**config.mk**
```make
export PLATFORM = sky130hd
export DESIGN_NAME = systolic_skew_feeder
export DESIGN_NICKNAME = d
export VERILOG_FILES = /design/src/rtl/systolic_skew_feeder.sv
export SDC_FILE = /design/constraint.sdc
export NUM_CORES = 1
export LEC_CHECK = 0
export ABC_AREA = 1
export CAP_MARGIN = 10
export CORE_ASPECT_RATIO = 0.7
export CORE_MARGIN = 3
export CORE_UTILIZATION = 48
export CTS_CLUSTER_DIAMETER = 200
export DETAILED_ROUTE_END_ITERATION = 7
export PLACE_DENSITY = 0.76
export REMOVE_ABC_BUFFERS = 1
export SETUP_SLACK_MARGIN = 0.02
export SYNTH_ARGS = -nofsm -noshare
export SYNTH_HDL_FRONTEND = slang
export SYNTH_SLANG_ARGS = --single-unit
```
**constraint.sdc**
```tcl
create_clock -name clk -period 2 [get_ports clk]
set_input_delay 0.6 -clock clk [delete_from_list [all_inputs] [get_ports clk]]
set_output_delay 0.6 -clock clk [all_outputs]
set_load 0.005 [all_outputs]
```
**src/rtl/systolic_skew_feeder.sv**
```systemverilog
// rtl/systolic_skew_feeder.sv - diagonal skew feeder for a ROWS x COLS systolic array
// Optional stall statistics: define SKF_STATS_EN.

module skf_skew_chain #(
    parameter int DW    = 8,
    parameter int DEPTH = 1
) (
    input  logic          clk,
    input  logic          rstn,
    input  logic          in_valid,
    input  logic [DW-1:0] in_data,
    output logic [DW-1:0] out_data,
    output logic          out_valid
);

    logic [DW-1:0]    d [DEPTH];
    logic [DEPTH-1:0] v;

    // A non-accepted cycle pushes a zero bubble so nothing stale ever reaches the array.
    always_ff @(posedge clk) begin
        if (!rstn) begin
            for (int k = 0; k < DEPTH; k++) d[k] <= '0;
            v <= '0;
        end else begin
            d[0] <= in_valid ? in_data : '0;
            v[0] <= in_valid;
            for (int k = 1; k < DEPTH; k++) begin
                d[k] <= d[k-1];
                v[k] <= v[k-1];
            end
        end
    end

    assign out_data  = v[DEPTH-1] ? d[DEPTH-1] : '0;
    assign out_valid = v[DEPTH-1];

endmodule

module systolic_skew_feeder #(
    parameter int ROWS = 8,
    parameter int COLS = 8,
    parameter int DW   = 8,
    parameter int KW   = 16
) (
    input  logic               clk,
    input  logic               rstn,
    input  logic               start,
    input  logic [KW-1:0]      k_len,
    input  logic [ROWS*DW-1:0] a_vec,
    input  logic               a_valid,
    input  logic [COLS*DW-1:0] w_vec,
    input  logic               w_valid,
    output logic               in_ready,
    output logic [ROWS*DW-1:0] as,
    output logic [COLS*DW-1:0] ws,
    output logic [ROWS-1:0]    a_lv,
    output logic [COLS-1:0]    w_lv,
    output logic               busy,
    output logic               done,
    output logic [KW-1:0]      stall_cnt
);

    localparam int L   = (ROWS > COLS) ? ROWS : COLS;
    localparam int DCW = $clog2(L + 1);

    typedef enum logic [1:0] {S_IDLE, S_RUN, S_DRAIN} state_t;

    state_t         state, state_n;
    logic [KW-1:0]  k_lat;
    logic [KW-1:0]  beat_cnt;
    logic [DCW-1:0] drain_cnt;
    logic           done_n;
    logic           hs;

    assign in_ready = (state == S_RUN) && (beat_cnt < k_lat);
    assign busy     = (state != S_IDLE);
    assign hs       = in_ready && a_valid && w_valid;

    always_ff @(posedge clk) begin
        if (!rstn) begin
            state     <= S_IDLE;
            done      <= 1'b0;
            k_lat     <= '0;
            beat_cnt  <= '0;
            drain_cnt <= '0;
        end else begin
            state <= state_n;
            done  <= done_n;
            if (state == S_IDLE && start) begin
                k_lat    <= k_len;
                beat_cnt <= '0;
            end else if (hs) begin
                beat_cnt <= beat_cnt + 1'b1;
            end
            drain_cnt <= (state == S_DRAIN) ? drain_cnt + 1'b1 : '0;
        end
    end

    // DRAIN lasts L cycles so the last beat has left the longest chain before done.
    always_comb begin
        state_n = state;
        done_n  = 1'b0;
        case (state)
            S_IDLE: begin
                if (start) begin
                    if (k_len != '0) state_n = S_RUN;
                    else             done_n  = 1'b1;
                end
            end
            S_RUN: begin
                if (hs && beat_cnt == k_lat - 1'b1) state_n = S_DRAIN;
            end
            S_DRAIN: begin
                if (drain_cnt == DCW'(L - 1)) begin
                    state_n = S_IDLE;
                    done_n  = 1'b1;
                end
            end
            default: state_n = S_IDLE;
        endcase
    end

    for (genvar i = 0; i < ROWS; i++) begin : g_row
        skf_skew_chain #(.DW(DW), .DEPTH(i + 1)) u_chain (
            .clk       (clk),
            .rstn      (rstn),
            .in_valid  (hs),
            .in_data   (a_vec[i*DW +: DW]),
            .out_data  (as[i*DW +: DW]),
            .out_valid (a_lv[i])
        );
    end

    for (genvar j = 0; j < COLS; j++) begin : g_col
        skf_skew_chain #(.DW(DW), .DEPTH(j + 1)) u_chain (
            .clk       (clk),
            .rstn      (rstn),
            .in_valid  (hs),
            .in_data   (w_vec[j*DW +: DW]),
            .out_data  (ws[j*DW +: DW]),
            .out_valid (w_lv[j])
        );
    end

`ifdef SKF_STATS_EN
    logic [KW-1:0] stall_q;

    always_ff @(posedge clk) begin
        if (!rstn) begin
            stall_q <= '0;
        end else if (state == S_IDLE && start) begin
            stall_q <= '0;
        end else if (in_ready && !hs && stall_q != '1) begin
            stall_q <= stall_q + 1'b1;
        end
    end

    assign stall_cnt = stall_q;
`else
    assign stall_cnt = '0;
`endif

endmodule

```
==> qor.yml <==
status:
  outcome: "complete, but fails checks"
  violations: "negative setup slack"
floorplan:
  std_cell_rows: 63
  initial_core_util_pct: 49.3
  chipHeight_um: 182
  fp.dieArea_mm2: 0.0467
  core_area_mm2: 0.0430
  ioPinCount: 312
  die-width_um: 257
final_layout:
  diodes: 0
  drive_gt1_share_pct: 25.1
  syn_to_final_growth_pct: 36.8
  fin_nets: 3154
  design_area_mm2: 0.0290
sta:
  slew_headroom_pct: 48.9
  worst_pin_slew_ps: 767
  fin_crit_ps: 2500
  fin_skew_ps: 30.4
  rsz0062_at_grt: "yes"
  fin_crit_sh_pct: 125
  hold_ws_ps: 393
  finalMaxSlewViolations: 0
  fin_ws_ps: -501
  hold_viol_final: 0
  finalSetupViolations: 242
  fmax_ghz: 0.400
detailed_routing:
  antenna_left: 0
  drt_iter0_markers: 613
  firstDrtPassIters: 5
  routedWlPerCell_um: 13.4
  wl_um: 48400
  drcViolationCount: 0
  via_count: 15500
  viasPerCell: 4.27
yosys:
  synth.yosys.seq_area_share_pct: 58.9
  synth_top_area_share_pct: 58.9
  syn_inst: 2526
  synthTopCellsByArea: "dfxtp_1 59%, inv_1 14%, nand2_1 12%"
  yosysTopAreaCell: "dfxtp_1"
  yosys_warnings: 0
  yosysUniqueCellTypes: 31
  synth_area_mm2: 0.0212
  syn_area_per_cell_um2: 8.39
  synth_seq_cells: 623
worst_setup_path:
  crit_type: "reg -> out"
  crit_arrival_ps: 1900
  ff2ff_path_depth: 15
  required_ps: 1400
  cp-start-kind: "register"
  end_kind: "primary output"
  cp_max_fo: 3
power_and_ir_drop:
  leakagePower_nw: 17.3
  fin_total_pwr_mw: 24.9
  power_density_mw_per_mm2: 860
  ir_worst_vdd_mv: 0.673
clocking:
  cts_buffer_depth: 3
  htreeDepth: 2
  cts_buffers: 56
  cts_hold_buf: 0
  clock_sinks: 623
  cts_tree: "done"
  clk_pin_slew_ps: 60
  insertion_delay_ps: 590
  cts_root_buf: "clkbuf_16"
min_path:
  hp-class: "in -> reg"
  whs_path_depth: 3
placement:
  numPortBuffers: 295
  dp_hpwl_um: 28400
  gp_congestion: 0.902
  placed_area_mm2: 0.0251
global_route:
  grt_use_total_pct: 19.8
  grt_pass1_vias: 15200
  grt-ovfl-total: 0
  antenna_found_initial: 0
  grt_max_degree: 191
  grt_first_pass_wirelength_um: 74700
job:
  cap_violations: 0
layer usage:
metal / track usage (%) / wire length (µm)
met5: 0 / 0
met4: 7.43 / 1730
met3: 3.69 / 2160
met2: 35.7 / 24100
met1: 23.6 / 20300
placed cells by master (no fill, tap or decap), drive strengths merged, types with 2 or more instances in the layout:
cell type / n
a21oi: 44
nand2: 675
bufinv: 6
nand4: 7
dlygate4sd2: 4
buf: 336
nand3: 25
conb: 16
clkbuf: 82
xor2: 11
inv: 774
nand3b: 2
o21bai: 3
nor4: 8
dfxtp: 623
xnor2: 10
clkdlybuf4s50: 151
ha: 19
clkinv: 17
clkdlybuf4s15: 8
o21ai: 27
nor3: 14
o21a: 2
nor2: 164
registers in the layout, summed over array words and instances, names as in the netlist:
register and flops:
beat_cnt 16, done 1, drain_cnt 4, g_col.u_chain.d 288, g_col.u_chain.v 4, g_row.u_chain.d 288
g_row.u_chain.v 4, k_lat 16, state 2
cell usage after synthesis, drive strengths merged:
| library cell | count |
|---|---|
| o21ai | 27 |
| nand3b | 2 |
| nand4 | 7 |
| xnor2 | 10 |
| nor3 | 14 |
| o21bai | 3 |
| clkbuf | 64 |
| nor2 | 164 |
| inv | 771 |
| xor2 | 11 |
| nand3 | 25 |
| dfxtp | 623 |
| nor3b | 1 |
| nand2 | 673 |
| buf | 57 |
| conb | 1 |
| nor4 | 8 |
| ha | 19 |
| o21a | 2 |
| a21oi | 44 |
final timing paths:
check	end	startpoint	slack [ps]
setup / recovery	in_ready	k_lat[14]	-500
hold / removal	state[1]	rstn	390
setup reg to reg	g_col[1].u_chain.d[0][0]	k_lat[10]	-400
hold reg to reg	g_row[5].u_chain.d[0][17]	g_row[5].u_chain.d[0][9]	400
stage by stage:
stage | setup WS [ps] | TNS (ps) | std cells | util, %
2_1_floorplan | -1490 | -169300 | 2420 | -
3_3_place_gp | -395 | -22410 | 3399 | 58.5
3_5_place_dp | -403 | -24010 | 3399 | 58.5
4_1_cts | -582 | -57620 | 3610 | 66.4
5_1_grt | -612 | -77700 | 3616 | 67.5
6_report | -501 | -55880 | 3616 | 67.5
critical path: stages, from the launching register on:
cell     delay, ps
dfxtp_2        340
inv_2           50
ha_4           260
nand2_2         80
nor4_4         280
nand2_2         90
nand3_2         80
inv_1           40
buf_2          120
cell type report:
class | count | area (µm²)
Sequential cell | 623 | 12500
Fill cell | 3186 | 14000
Multi-Input combinational cell | 1028 | 5820
Clock inverter | 27 | 324
Tap cell | 585 | 732
Clock buffer | 76 | 1570
Timing Repair Buffer | 506 | 5110
Inverter | 771 | 2910
power by group:
part	leakage (nW)	internal, mW	switching (mW)	total [mW]
registers	5.03	12.5	0.0405	12.5
clock network	0.938	6.29	4.58	10.9
logic	11.3	0.700	0.799	1.50
total	17.3	19.5	5.42	24.9
kinds of logic (layout without fill, tap and decap cells):
logic type               Yosys count  in the layout  share of synthesized area, %
AND/OR/NAND/NOR                  894            896                          19.9
buffers and inverters            892           1380                          17.3
flip-flops                       623            623                          58.9
AO/OA/AOI/OAI                     76             76                          1.85
XOR/XNOR                          21             21                         0.868
adder cells (fa/ha/maj)           19             19                          1.12
other                              1             16                        0.0177
what timing repair did:
item	CTS	global route
gates cloned	20	3
buffers inserted	89	7
setup endpoints to repair	294	285
pin swaps	17	26
resized for setup	825	125
(Power assumes the default switching activity.)
